$ cat src/rtl/to_serial_if.sv
// Handshake and data bundle for to_serial. The block is the slave; whoever feeds it is the master.
// last_out is present only when TO_SERIAL_LAST_EN is defined.
interface to_serial_if #(
    parameter int NO_CH  = 10,
    parameter int BW_IN  = 8,
    parameter int BW_OUT = 2
);
    // Handshake: a word moves on a rising edge where vld_in and rdy_in are both high.
    // rdy_in comes from registered state only. vld_out carries no backpressure,
    // so a chunk is consumed in every cycle where vld_out is high.
    logic                         vld_in;
    logic                         rdy_in;
    logic [NO_CH-1:0][BW_IN-1:0]  data_in;
    logic                         stall;
    logic                         vld_out;
    logic [NO_CH-1:0][BW_OUT-1:0] data_out;
    logic                         fsm_state;
`ifdef TO_SERIAL_LAST_EN
    logic                         last_out;
`endif

    modport master (
        output vld_in, data_in, stall,
        input  rdy_in, vld_out, data_out, fsm_state
`ifdef TO_SERIAL_LAST_EN
        , input last_out
`endif
    );

    modport slave (
        input  vld_in, data_in, stall,
        output rdy_in, vld_out, data_out, fsm_state
`ifdef TO_SERIAL_LAST_EN
        , output last_out
`endif
    );
endinterface

$ cat src/rtl/to_serial.sv
// to_serial: per-channel serializer that emits BW_IN/BW_OUT chunks per word, LSB chunk first.
// A one-word holding buffer hides the reload bubble. Define TO_SERIAL_LAST_EN to get last_out.
module to_serial #(
    parameter int NO_CH  = 10,
    parameter int BW_IN  = 8,
    parameter int BW_OUT = 2
) (
    input logic        clk,
    input logic        rst,
    to_serial_if.slave bus
);
    localparam int NO_CYC  = BW_IN / BW_OUT;
    localparam int CNTR_BW = (NO_CYC > 1) ? $clog2(NO_CYC) : 1;
    localparam logic [CNTR_BW-1:0] LAST_CNT = CNTR_BW'(NO_CYC - 1);

    localparam logic [0:0] IDLE  = 1'b0;
    localparam logic [0:0] SHIFT = 1'b1;

    logic [0:0]                  state;
    logic [NO_CH-1:0][BW_IN-1:0] sh;
    logic [NO_CH-1:0][BW_IN-1:0] sh_shr;
    logic [NO_CH-1:0][BW_IN-1:0] hb;
    logic                        hb_vld;
    logic [CNTR_BW-1:0]          cnt;
    logic                        busy;
    logic                        accept;
    logic                        advance;
    logic                        last_chunk;

    assign busy       = (state == SHIFT);
    assign accept     = bus.vld_in & bus.rdy_in;
    assign advance    = busy & ~bus.stall;
    assign last_chunk = (cnt == LAST_CNT);

    assign bus.rdy_in    = ~hb_vld;
    assign bus.vld_out   = advance;
    assign bus.fsm_state = state;
`ifdef TO_SERIAL_LAST_EN
    assign bus.last_out  = advance & last_chunk;
`endif

    always_comb begin
        sh_shr       = '0;
        bus.data_out = '0;
        for (int i = 0; i < NO_CH; i++) begin
            sh_shr[i]       = sh[i] >> BW_OUT;
            bus.data_out[i] = sh[i][BW_OUT-1:0];
        end
    end

    always_ff @(posedge clk or posedge rst) begin
        if (rst) begin
            state  <= IDLE;
            sh     <= '0;
            cnt    <= '0;
            hb     <= '0;
            hb_vld <= 1'b0;
        end else if (state == IDLE) begin
            if (accept) begin
                sh    <= bus.data_in;
                cnt   <= '0;
                state <= SHIFT;
            end
        end else if (advance && last_chunk) begin
            // Buffered word wins over a fresh one; rdy_in is low whenever hb is full anyway.
            if (hb_vld) begin
                sh     <= hb;
                cnt    <= '0;
                hb_vld <= 1'b0;
            end else if (accept) begin
                sh  <= bus.data_in;
                cnt <= '0;
            end else begin
                sh    <= sh_shr;
                cnt   <= '0;
                state <= IDLE;
            end
        end else begin
            if (advance) begin
                sh  <= sh_shr;
                cnt <= cnt + CNTR_BW'(1);
            end
            if (accept) begin
                hb     <= bus.data_in;
                hb_vld <= 1'b1;
            end
        end
    end
endmodule
$ cat src/flat_wrapper.sv
// flat-port wrapper written by rule: the top's interface ports become plain ports
module to_serial_flat 
#(
    parameter int NO_CH  = 10,
    parameter int BW_IN  = 8,
    parameter int BW_OUT = 2
)
  (clk, rst, bus_vld_in, bus_data_in, bus_stall, bus_rdy_in, bus_vld_out, bus_data_out, bus_fsm_state);
  to_serial_if #(.NO_CH(NO_CH), .BW_IN(BW_IN), .BW_OUT(BW_OUT)) bus_i ();
  input logic clk;
  input logic rst;
  input wire logic [$bits(bus_i.vld_in)-1:0] bus_vld_in;
  input wire logic [$bits(bus_i.data_in)-1:0] bus_data_in;
  input wire logic [$bits(bus_i.stall)-1:0] bus_stall;
  output wire logic [$bits(bus_i.rdy_in)-1:0] bus_rdy_in;
  output wire logic [$bits(bus_i.vld_out)-1:0] bus_vld_out;
  output wire logic [$bits(bus_i.data_out)-1:0] bus_data_out;
  output wire logic [$bits(bus_i.fsm_state)-1:0] bus_fsm_state;
  assign bus_i.vld_in = bus_vld_in;
  assign bus_i.data_in = bus_data_in;
  assign bus_i.stall = bus_stall;
  assign bus_rdy_in = bus_i.rdy_in;
  assign bus_vld_out = bus_i.vld_out;
  assign bus_data_out = bus_i.data_out;
  assign bus_fsm_state = bus_i.fsm_state;
  to_serial #(.NO_CH(NO_CH), .BW_IN(BW_IN), .BW_OUT(BW_OUT)) u_core (.clk(clk), .rst(rst), .bus(bus_i));
endmodule
$ cat config.mk
export PLATFORM = sky130hd
export DESIGN_NAME = to_serial_flat
export DESIGN_NICKNAME = d
export VERILOG_FILES = /design/src/rtl/to_serial_if.sv /design/src/rtl/to_serial.sv /design/src/flat_wrapper.sv
export SDC_FILE = /design/constraint.sdc
export NUM_CORES = 1
export LEC_CHECK = 0
export ABC_AREA = 1
export CAP_MARGIN = 20
export CORE_MARGIN = 2
export CORE_UTILIZATION = 60
export DETAILED_ROUTE_END_ITERATION = 6
export PLACE_DENSITY_LB_ADDON = 0.12
export SYNTH_ARGS = -nofsm -noshare
export SYNTH_HDL_FRONTEND = slang
export SYNTH_SLANG_ARGS = --single-unit
$ cat constraint.sdc
create_clock -name clk -period 9.85 [get_ports clk]
set_input_delay 2.955 -clock clk [delete_from_list [all_inputs] [get_ports clk]]
set_output_delay 2.955 -clock clk [all_outputs]
set_load 0.01 [all_outputs]
Word level (Yosys, flattened, before mapping)
Cells that the tools add are included.
{"block": "totals", "reg_bits": 164, "word_cells": 53, "output_inout_bits": 23}
{"block": "op_classes", "reduce_logical": 6, "n_addsub": 1, "n_mux": 16, "n_bitwise": 5, "n_eq_ne": 2}
{"cell": "2-to-1 mux 80 bit", "count": 6}
{"cell": "2-to-1 mux 2 bit", "count": 4}
{"cell": "2-to-1 mux 1 bit", "count": 6}
{"cell": "AND reduction 2 bit", "count": 2}
{"cell": "nonzero test 2 bit", "count": 2}
{"cell": "!= test 3 bit (second input constant)", "count": 1}
{"cell": "inverter 1 bit", "count": 3}
{"cell": "AND reduction 3 bit", "count": 1}
{"cell": "adder 2 x 1 -> 2 bit (second input constant)", "count": 1}
{"cell": "AND 1 bit", "count": 2}
{"cell": "== test 2 bit (second input constant)", "count": 1}
{"cell": "logical AND 1 bit", "count": 1}

Longest topological paths before layout
{"block": "logic_depth", "word_depth": 6, "ltp_mapped": 9, "depth_no_buf": 7}

Worst setup path before layout
Ideal clock, no wire load.
{"block": "synth_timing", "kind": "input -> output", "start": "in bus_stall", "end": "out bus_vld_out", "slack_ps": 3799, "n_path_buf": 0, "stages": 1, "t_required_ps": 6895, "arrival_ps": 3096, "path_cell_list": "nor2_4"}
{"block": "synth_via", "elab_chain_cells": 2}
{"item": "start: declaration", "line_no": "flat_wrapper.sv:14", "text": "input wire logic [$bits(bus_i.stall)-1:0] bus_stall;"}
{"item": "inverter 1 bit", "line_no": "to_serial.sv:32", "text": "assign advance = busy & ~bus.stall;"}
{"item": "AND 1 bit", "line_no": "to_serial.sv:32"}
{"item": "end: declaration", "line_no": "flat_wrapper.sv:16", "text": "output wire logic [$bits(bus_i.vld_out)-1:0] bus_vld_out;"}
Every way passes these cells.

Worst setup path in the final report
Ends and elaborated chain as after synthesis.

==> impl_metrics.toml <==
[clock_network]
ctsHtreeMaxLevel = 4
clock_path_buffers = 2
cts.root.buffer_cell = "clkbuf_16"
clk_latency_ns = 0.42
cts_tree = "built"
cts_sinks = 164
cts_resized = 0
ctsHoldBuffers = 0
path_clk_slew_ns = 0.06
cts_buffers = 17
post_cts_buffers = 0

[sta]
finalSetupViolCount = 0
finClkSkew_ns = 0.007754
fmax_mhz = 140.8
tightest_slew_ns = 0.9674
grt_setup_unrepaired = "false"
tns_ns = 0
period_share_pct = 72.09
final-hold-violation-count = 0
slew_violations = 0
setup_ws_ns = 2.749
period_minus_slack_ns = 7.101
slew_headroom_pct = 35.28

[power_and_ir_drop]
total_power_mw = 1.359
ir_drop_mv = 0.1305
p_per_area_nw_per_um2 = 135.1
p_leak_nw = 4.701

[logic_synthesis]
synthTopCellsByCount = "499 x nand2_1, 175 x o21ai_0, 164 x dfrtp_1"
ys.warnings.count = 0
yosysMostFrequentCell = "nand2_1"
synth_area_um2 = 8731
yosysTopAreaCell = "dfrtp_1"
syn_nets = 1313
synthFlopType = "dfrtp_1"
synth.avg_cell_area_um2 = 7.110
post_synth_main_area_contributors = "dfrtp_1 47%, nand2_1 21%, o21ai_0 10%, nor2_1 4.1%, a21oi_1 3.1%"
synth_edf_count = 0
synthCells = 1228
async_flop_share_pct = 100.0
synth_cell_types = 22
ys_seq_area_share_pct = 47.00
yosys.area.top_type_share_pct = 47.00
ys_ff_latch = 164

[global_routing]
track_usage_pct = 28.84
grt_max_degree = 102
met1_usage_pct = 39.57
grt-busiest-layer = "met2"
grt_overflow = 0
grt_pass1_vias = 7641
grt_pass1_wl_mm = 36.90
grt.met3_usage_pct = 5.455
antenna_found_initial = 0
grtUsageMet2_pct = 47.61

[die]
rows = 44
fp.dieH_um = 124.6
io-pin-count = 107
core_area_um2 = 14370
die_w_um = 124.6
die_area_um2 = 15530
start_util_pct = 60.76

[place]
pre_cts_ws_ns = 2.738
io_buffers = 106
dpl.hpwl_mm = 11.95
gp_congestion = 0.7675
dpl-instance-area_um2 = 9525

[final_layout]
drive_above_1_share_pct = 4.091
diodes = 0
stdcell_area_um2 = 10060
nNetsFinal = 1346
area_delta_synth_final_pct = 15.20

[setup_path]
path_buf_inv = 2
cp-end-kind = "output port"
critPathMaxFanout = 4
path_cells = "clkdlybuf4s50_1 > nor2_4 > clkdlybuf4s50_1"
slowest_delay_ns = 0.55
reg2reg_slack_ns = 6.01
cp_data_arrival_time_ns = 4.15
cpMaxStageDelayCell = "clkdlybuf4s50_1"
start_kind = "input pin"
crit_required_ns = 6.90
setup.worst_path.class = "in -> out"
crit_family = "buffers and inverters"
cp_common_cell = "clkdlybuf4s50_1"

[route]
drt_iter0_markers = 696
wire_per_inst_um = 15.04
drc_errors = 0
ant_nets = 0
vias_per_cell = 5.521
first_pass_iters = 5
routed_wl_mm = 21.89
vias = 8033

[hold_path]
hold_class = "reg -> reg"

[outcome]
status = "finished, final reports clean"

[flow_run]
max-cap-violations = 0
-- state kept, by name, indices dropped and copies added, names as in the netlist --
name and cells:
u_core.hb_vld 1, u_core.bus.fsm_state 1, u_core.bus.data_out 20, u_core.cnt 2
u_core.sh 60, u_core.hb 80
-- power breakdown --
part / internal, mW / total, mW / switching [mW]
combinational: 0.0323 / 0.0666 / 0.0343
clock: 0.361 / 0.618 / 0.256
sequential: 0.674 / 0.674 / 0.000156
-- cell families (layout without fill, tap and decap cells) --
kind of cell | Yosys count | after routing | share of synthesized area, %
flip-flops | 164 | 164 | 47.00
adder cells (fa/ha/maj) | 1 | 1 | 0.1433
AO/OA/AOI/OAI | 250 | 250 | 14.40
AND/OR/NAND/NOR | 642 | 642 | 28.83
buffers and inverters | 171 | 214 | 9.616
-- layout make-up --
cell class                      count  area, um2
Inverter                           70      272.8
Multi-Input combinational cell    893       3787
Clock inverter                      6      55.05
Fill cell                        1185       4310
Clock buffer                       23      478.0
Tap cell                          184      230.2
Timing Repair Buffer              115       1129
Sequential cell                   164       4106
-- worst paths after layout --
path,start,end,depth (start not counted)
max in group asynchronous,rst,u_core.bus.fsm_state$_DFF_PP0_,3
min in group asynchronous,rst,u_core.bus.data_out[7]$_DFFE_PP0P_,2
hold reg to reg,u_core.hb[4]$_DFFE_PP0P_,u_core.hb[4]$_DFFE_PP0P_,2
setup reg to reg,u_core.bus.fsm_state$_DFF_PP0_,u_core.hb[40]$_DFFE_PP0P_,7
setup / recovery,bus_stall,bus_vld_out,3
hold / removal,u_core.hb[4]$_DFFE_PP0P_,u_core.hb[4]$_DFFE_PP0P_,2
-- per-stage QoR --
| stage | utilization [%] | hold slack [ns] | cells |
|---|---|---|---|
| after floorplan | - | 0.4417 | 1228 |
| after global placement | 66.29 | 0.4548 | 1426 |
| after detailed placement | 66.29 | 0.4589 | 1426 |
| after CTS | 70.00 | 0.4739 | 1455 |
| after global routing | 70.00 | 0.5035 | 1455 |
| final | 70.00 | 0.4731 | 1455 |
-- layout by cell type (no fill, tap or decap), drive strengths merged --
cell           count
a21oi             54
a22o               1
buf                9
bufinv             1
clkbuf            23
clkdlybuf4s50    106
clkinv             5
dfrtp            164
ha                 1
inv               70
nand2            503
nand3             42
nor2              97
o21a               1
o21ai            194
-- tightest hold or removal path, stage by stage (launching register included) --
cell and delay (ns):
dfrtp_1 0.34, nand2_1 0.05, nand2_1 0.05
-- layer usage --
layer,vias up,wire length [um]
met5,-,0
met4,0,339
met3,28,1330
met2,254,10450
met1,3852,9770
li1,3899,-
Note: power is estimated with default switching activity, not from simulation.
